$ cat src/rtl/dmem_arb_if.sv
// Data-memory request/response bundle shared by both masters and the dmem port.
// Latency: none, wires only.
// Backpressure: busy from the responder; requester holds fields stable while busy=1.
// Ports: req/addr/wr/ex/byte_en/wdata flow requester->responder;
//        rdata/bad/xstate/busy flow responder->requester.
`ifndef DM_ADDR_LEN
`define DM_ADDR_LEN 32
`endif
`ifndef DM_DATA_LEN
`define DM_DATA_LEN 32
`endif

interface dmem_arb_if #(
  parameter int ADDR_W = `DM_ADDR_LEN,
  parameter int DATA_W = `DM_DATA_LEN
);
  logic                  req;
  logic [ADDR_W-1:0]     addr;
  logic                  wr;
  logic                  ex;
  logic [DATA_W/8-1:0]   byte_en;
  logic [DATA_W-1:0]     wdata;
  logic [DATA_W-1:0]     rdata;
  logic [1:0]            bad;
  logic                  xstate;
  logic                  busy;

  // requester side
  modport master (
    output req, addr, wr, ex, byte_en, wdata,
    input  rdata, bad, xstate, busy
  );

  // responder side
  modport slave (
    input  req, addr, wr, ex, byte_en, wdata,
    output rdata, bad, xstate, busy
  );
endinterface

$ cat src/rtl/dmem_arb.sv
// Two-master round-robin arbiter in front of the single core data-memory port.
// Latency: 0 cycles request->dmem and response->master; only owner and rr pointer are registered.
// Backpressure: preferred master sees dmem busy; the other also sees busy while the preferred one requests.
// Ports: clk, rstn (async active-low); m0/m1 requester bundles (slave side);
//        dmem downstream bundle (master side); dmem_owner one-hot owner trace.
`ifndef DM_ADDR_LEN
`define DM_ADDR_LEN 32
`endif
`ifndef DM_DATA_LEN
`define DM_DATA_LEN 32
`endif

module dmem_arb #(
  parameter int ADDR_W = `DM_ADDR_LEN,
  parameter int DATA_W = `DM_DATA_LEN
) (
  input  logic        clk,
  input  logic        rstn,
  dmem_arb_if.slave   m0,
  dmem_arb_if.slave   m1,
  dmem_arb_if.master  dmem,
  output logic [1:0]  dmem_owner
);

  typedef struct packed {
    logic [ADDR_W-1:0]   addr;
    logic                wr;
    logic                ex;
    logic [DATA_W/8-1:0] byte_en;
    logic [DATA_W-1:0]   wdata;
  } req_t;

  logic [1:0] own, own_nxt;   // one-hot owner of the outstanding access, 00 = none
  logic       rr, rr_nxt;     // index of the master favoured when nobody owns the port
  logic       pref;           // preferred master index this cycle
  logic       p_req;          // preferred master is requesting
  logic       sel;            // master whose fields drive dmem
  logic       accept;
  req_t       req0, req1, req_sel;

  // The owner keeps preference so it can continue straight from its completion
  // cycle (keeps AMO read/write pairs atomic and allows back-to-back issue).
  assign pref  = (own != 2'b00) ? own[1] : rr;
  assign p_req = pref ? m1.req : m0.req;
  assign sel   = p_req ? pref : ~pref;

  // No combinational loop: masters gate req with their own busy, and the other
  // master's busy only depends on the preferred master's req.
  assign m0.busy = pref ? (dmem.busy | m1.req) : dmem.busy;
  assign m1.busy = pref ? dmem.busy : (dmem.busy | m0.req);

  assign req0    = '{addr: m0.addr, wr: m0.wr, ex: m0.ex, byte_en: m0.byte_en, wdata: m0.wdata};
  assign req1    = '{addr: m1.addr, wr: m1.wr, ex: m1.ex, byte_en: m1.byte_en, wdata: m1.wdata};
  assign req_sel = sel ? req1 : req0;

  assign dmem.req     = m0.req | m1.req;
  assign dmem.addr    = req_sel.addr;
  assign dmem.wr      = req_sel.wr;
  assign dmem.ex      = req_sel.ex;
  assign dmem.byte_en = req_sel.byte_en;
  assign dmem.wdata   = req_sel.wdata;

  assign accept = dmem.req & ~dmem.busy;

  always_comb begin
    own_nxt = own;
    rr_nxt  = rr;
    if (accept) begin
      own_nxt = sel ? 2'b10 : 2'b01;
      rr_nxt  = ~sel;
    end else if (!dmem.busy) begin
      // completion with nothing new to accept releases the port
      own_nxt = 2'b00;
    end
  end

  always_ff @(posedge clk or negedge rstn) begin
    if (!rstn) begin
      own <= 2'b00;
      rr  <= 1'b0;
    end else begin
      own <= own_nxt;
      rr  <= rr_nxt;
    end
  end

  // Read data is broadcast; status goes only to the owner so a master being
  // accepted in the completion cycle never sees the previous owner's fault.
  assign m0.rdata  = dmem.rdata;
  assign m1.rdata  = dmem.rdata;
  assign m0.bad    = dmem.bad & {2{own[0]}};
  assign m1.bad    = dmem.bad & {2{own[1]}};
  assign m0.xstate = dmem.xstate & own[0];
  assign m1.xstate = dmem.xstate & own[1];

  assign dmem_owner = own;

endmodule

$ cat src/flat_wrapper.sv
// flat-port wrapper written by rule: the top's interface ports become plain ports
module dmem_arb_flat 
#(
  parameter int ADDR_W = `DM_ADDR_LEN,
  parameter int DATA_W = `DM_DATA_LEN
)
  (clk, rstn, dmem_owner, m0_req, m0_addr, m0_wr, m0_ex, m0_byte_en, m0_wdata, m0_rdata, m0_bad, m0_xstate, m0_busy, m1_req, m1_addr, m1_wr, m1_ex, m1_byte_en, m1_wdata, m1_rdata, m1_bad, m1_xstate, m1_busy, dmem_req, dmem_addr, dmem_wr, dmem_ex, dmem_byte_en, dmem_wdata, dmem_rdata, dmem_bad, dmem_xstate, dmem_busy);
  dmem_arb_if #(.ADDR_W(ADDR_W), .DATA_W(DATA_W)) m0_i ();
  dmem_arb_if #(.ADDR_W(ADDR_W), .DATA_W(DATA_W)) m1_i ();
  dmem_arb_if #(.ADDR_W(ADDR_W), .DATA_W(DATA_W)) dmem_i ();
  input  logic clk;
  input  logic rstn;
  output logic [1:0] dmem_owner;
  input wire logic [$bits(m0_i.req)-1:0] m0_req;
  input wire logic [$bits(m0_i.addr)-1:0] m0_addr;
  input wire logic [$bits(m0_i.wr)-1:0] m0_wr;
  input wire logic [$bits(m0_i.ex)-1:0] m0_ex;
  input wire logic [$bits(m0_i.byte_en)-1:0] m0_byte_en;
  input wire logic [$bits(m0_i.wdata)-1:0] m0_wdata;
  output wire logic [$bits(m0_i.rdata)-1:0] m0_rdata;
  output wire logic [$bits(m0_i.bad)-1:0] m0_bad;
  output wire logic [$bits(m0_i.xstate)-1:0] m0_xstate;
  output wire logic [$bits(m0_i.busy)-1:0] m0_busy;
  input wire logic [$bits(m1_i.req)-1:0] m1_req;
  input wire logic [$bits(m1_i.addr)-1:0] m1_addr;
  input wire logic [$bits(m1_i.wr)-1:0] m1_wr;
  input wire logic [$bits(m1_i.ex)-1:0] m1_ex;
  input wire logic [$bits(m1_i.byte_en)-1:0] m1_byte_en;
  input wire logic [$bits(m1_i.wdata)-1:0] m1_wdata;
  output wire logic [$bits(m1_i.rdata)-1:0] m1_rdata;
  output wire logic [$bits(m1_i.bad)-1:0] m1_bad;
  output wire logic [$bits(m1_i.xstate)-1:0] m1_xstate;
  output wire logic [$bits(m1_i.busy)-1:0] m1_busy;
  output wire logic [$bits(dmem_i.req)-1:0] dmem_req;
  output wire logic [$bits(dmem_i.addr)-1:0] dmem_addr;
  output wire logic [$bits(dmem_i.wr)-1:0] dmem_wr;
  output wire logic [$bits(dmem_i.ex)-1:0] dmem_ex;
  output wire logic [$bits(dmem_i.byte_en)-1:0] dmem_byte_en;
  output wire logic [$bits(dmem_i.wdata)-1:0] dmem_wdata;
  input wire logic [$bits(dmem_i.rdata)-1:0] dmem_rdata;
  input wire logic [$bits(dmem_i.bad)-1:0] dmem_bad;
  input wire logic [$bits(dmem_i.xstate)-1:0] dmem_xstate;
  input wire logic [$bits(dmem_i.busy)-1:0] dmem_busy;
  assign m0_i.req = m0_req;
  assign m0_i.addr = m0_addr;
  assign m0_i.wr = m0_wr;
  assign m0_i.ex = m0_ex;
  assign m0_i.byte_en = m0_byte_en;
  assign m0_i.wdata = m0_wdata;
  assign m0_rdata = m0_i.rdata;
  assign m0_bad = m0_i.bad;
  assign m0_xstate = m0_i.xstate;
  assign m0_busy = m0_i.busy;
  assign m1_i.req = m1_req;
  assign m1_i.addr = m1_addr;
  assign m1_i.wr = m1_wr;
  assign m1_i.ex = m1_ex;
  assign m1_i.byte_en = m1_byte_en;
  assign m1_i.wdata = m1_wdata;
  assign m1_rdata = m1_i.rdata;
  assign m1_bad = m1_i.bad;
  assign m1_xstate = m1_i.xstate;
  assign m1_busy = m1_i.busy;
  assign dmem_req = dmem_i.req;
  assign dmem_addr = dmem_i.addr;
  assign dmem_wr = dmem_i.wr;
  assign dmem_ex = dmem_i.ex;
  assign dmem_byte_en = dmem_i.byte_en;
  assign dmem_wdata = dmem_i.wdata;
  assign dmem_i.rdata = dmem_rdata;
  assign dmem_i.bad = dmem_bad;
  assign dmem_i.xstate = dmem_xstate;
  assign dmem_i.busy = dmem_busy;
  dmem_arb #(.ADDR_W(ADDR_W), .DATA_W(DATA_W)) u_core (.clk(clk), .rstn(rstn), .m0(m0_i), .m1(m1_i), .dmem(dmem_i), .dmem_owner(dmem_owner));
endmodule
$ cat config.mk
export PLATFORM = sky130hd
export DESIGN_NAME = dmem_arb_flat
export DESIGN_NICKNAME = d
export VERILOG_FILES = /design/src/rtl/dmem_arb_if.sv /design/src/rtl/dmem_arb.sv /design/src/flat_wrapper.sv
export SDC_FILE = /design/constraint.sdc
export NUM_CORES = 1
export LEC_CHECK = 0
export ABC_AREA = 1
export BUFFER_PORTS_ARGS = -buffer_cell sky130_fd_sc_hd__buf_2
export CORE_AREA = 5 5 124 126
export CTS_CLUSTER_DIAMETER = 200
export CTS_CLUSTER_SIZE = 20
export DETAILED_ROUTE_END_ITERATION = 10
export DIE_AREA = 0 0 129 131
export PLACE_DENSITY_LB_ADDON = 0.1
export SYNTH_ARGS = -nofsm -noshare
export SYNTH_HDL_FRONTEND = slang
export SYNTH_SLANG_ARGS = --single-unit
export TNS_END_PERCENT = 1
$ cat constraint.sdc
create_clock -name clk -period 1.2 [get_ports clk]
set_clock_uncertainty 0.1 [all_clocks]
set_input_delay 0.12 -clock clk [delete_from_list [all_inputs] [get_ports clk]]
set_output_delay 0.12 -clock clk [all_outputs]
set_load 0.05 [all_outputs]
==> flow_metrics.env <==
export IMPL_grt_max_degree=37
export IMPL_core_area_um2=14200
export IMPL_first_pass_iters=3
export IMPL_dpl_hpwl_mm=7.61
export IMPL_end_kind="primary output"
export IMPL_worst_path_max_fanout=28
export IMPL_place_gp_congestion=0.728
export IMPL_cp_arrival_ns=1.51
export IMPL_cts_tree="yes"
export IMPL_fill_cells=1605
export IMPL_rsz0062_at_grt="yes"
export IMPL_drive_gt1_share_pct=59.8
export IMPL_grt_pass1_wl_mm=14.1
export IMPL_area_delta_synth_final_pct=72.4
export IMPL_ant_nets=0
export IMPL_crit_required_ns=0.98
export IMPL_pin_count=325
export IMPL_grt_ovfl_total=0
export IMPL_drc_errors=0
export IMPL_finalHoldViolCount=0
export IMPL_cts_sinks=3
export IMPL_netlist_cell_type_count=13
export IMPL_grt_pass1_vias=2959
export IMPL_cts_root_buffer="clkbuf_16"
export IMPL_fin_nets=688
export IMPL_viasPerCell=4.00
export IMPL_critPathLaunch="u_core.dmem_owner[0]"
export IMPL_clock_latency_ns=0.22
export IMPL_hold_ws_ns=0.0417
export IMPL_r2r_cells=6
export IMPL_clockBufferDepth=2
export IMPL_num_rows=44
export IMPL_hold_depth=3
export IMPL_ys_seq_area_share_pct=3.64
export IMPL_fp_dieH_um=131
export IMPL_synth_area_leaders="nand3_1 (30%), buf_4 (27%), nand2_1 (16%)"
export IMPL_antenna_found_initial=0
export IMPL_synth_net_count=520
export IMPL_synth_top_cell_area_share_pct=29.9
export IMPL_final_core_util_pct=25.0
export IMPL_wire_per_inst_um=13.6
export IMPL_status="finished with violations"
export IMPL_fin_crit_sh_pct=145
export IMPL_synth_warnings=0
export IMPL_max_slew_margin_rel_pct=81.9
export IMPL_cts_buffers=3
export IMPL_final_setup_tns_ns=-35.43
export IMPL_synth_cells=340
export IMPL_yosysTopAreaCell="nand3_1"
export IMPL_violations="setup timing"
export IMPL_endpoint="dmem_wdata[23]"
export IMPL_cp_start_kind="register"
export IMPL_htreeDepth=1
export IMPL_first_iter_violations=64
export IMPL_start_util_pct=14.5
export IMPL_postCtsSetupBuffers=0
export IMPL_worstReg2RegStart="u_core.dmem_owner[1]"
export IMPL_yosys_register_bits=3
export IMPL_p_per_area_nw_per_um2=1310
export IMPL_vdd_ir_drop_worst_mv=0.528
export IMPL_vias=2761
export IMPL_setup_ws_ns=-0.535
export IMPL_grt_use_total_pct=10.1
export IMPL_r2r_slack_ns=-0.05
export IMPL_netlist_area_um2=2060
export IMPL_die_w_um=129
export IMPL_antennaDiodeCount=0
export IMPL_fmax_ghz=0.576
export IMPL_routed_wirelength_mm=9.38
export IMPL_synth_area_per_cell_um2=6.06
export IMPL_power_leakage_uw=0.00208
export IMPL_setup_viol=79
export IMPL_period_needed_ns=1.73
export IMPL_crit_type="reg2out"
export IMPL_die_area_um2=16900
export IMPL_portBuffers=228
export IMPL_drv_cap=0
export IMPL_hp_class="in2reg"
export IMPL_clk_pin_slew_ns=0.03
export IMPL_maxSlewViolCount=0
export IMPL_worst_pin_slew_ns=0.273
export IMPL_rr_endpoint="u_core.dmem_owner[1]"
## area by class of cell
cell class | instances | area [µm²] | area share [%]
clock buffers | 4 | 78.8 | 2.22
inverters | 11 | 41.3 | 1.16
multi-input cells | 234 | 1260 | 35.4
flip-flops and latches | 3 | 77.6 | 2.18
well taps | 184 | 230 | 6.48
repair buffers | 255 | 1870 | 52.6
## critical path, cell delays in order, from the launching register on
cell and delay (ns):
dfrtp_2 0.40, inv_2 0.07, nand2_4 0.07, nand3_2 0.16, buf_12 0.22, nand3_1 0.09
nand2_1 0.08, buf_4 0.20
## what timing repair did
| action | CTS | global route |
|---|---|---|
| pin swaps | 0 | 1 |
| hold buffers | 1 | 0 |
| gates resized for setup | 123 | 20 |
| endpoints found under the setup margin | 81 | 81 |
| hold endpoints to repair | 3 | 0 |
## how the worst min path moves through the flow
stage                                       to  slack [ns]      start
final                     u_core.dmem_owner[1]        0.04  dmem_busy
after global routing      u_core.dmem_owner[1]        0.07  dmem_busy
after CTS                 u_core.dmem_owner[1]        0.05  dmem_busy
after detailed placement             u_core.rr       -0.18       rstn
after global placement               u_core.rr       -0.18       rstn
after floorplan           u_core.dmem_owner[0]       -0.28       rstn
## cells by family (layout without fill, tap and decap cells)
kind of cell | after synthesis | count (layout) | synth area share, %
buf+inv | 103 | 270 | 37.6
simple gates | 234 | 234 | 58.7
flops | 3 | 3 | 3.64
## power by group
group	internal (µW)	switching (µW)
logic	1410	2590
clock network	439	93.2
registers	116	10.8
## cell usage after synthesis
cell / n
buf_2: 5
buf_4: 75
buf_6: 9
buf_8: 3
dfrtp_1: 3
inv_1: 8
inv_2: 3
nand2_1: 86
nand2_4: 3
nand2_8: 1
nand3_1: 123
nand3_2: 20
nand3_4: 1
## sequential cells by signal (all words and copies together), names as in the netlist
name and count:
u_core.dmem_owner 2, u_core.rr 1
## cells in the final DEF (no fill, tap or decap)
master         Yosys  layout
buf_2              5     148
nand3_1          123     120
nand2_1           86      73
buf_6              9      49
buf_4             75      44
nand3_2           20      23
nand2_2            0      13
inv_1              8       8
buf_12             0       8
buf_8              3       5
inv_2              3       3
nand2_4            3       3
clkbuf_16          0       3
dfrtp_2            0       2
nand2_8            1       1
nand3_4            1       1
clkbuf_1           0       1
dlygate4sd3_1      0       1
dfrtp_1            3       1
## stage by stage
step,cell area [µm²],std cells,total power (µW),worst slack (ns)
after floorplan,2090,340,3260,-0.448
after global placement,3030,686,3630,-0.385
after detailed placement,3030,686,3620,-0.390
after CTS,3480,691,4620,-0.548
after global routing,3550,691,4920,-0.617
final,3550,691,4650,-0.535
## per-layer routing
metal	share of wire, %	vias to the layer above	GRT usage [%]	routed length (µm)
met5	0	-	0	0
met4	0.79	0	1.61	74
met3	10	11	3.41	935
met2	53	134	19.4	4980
met1	36	1216	11.0	3380
li1	-	1400	-	-
Power figures use the tool's default switching activity.
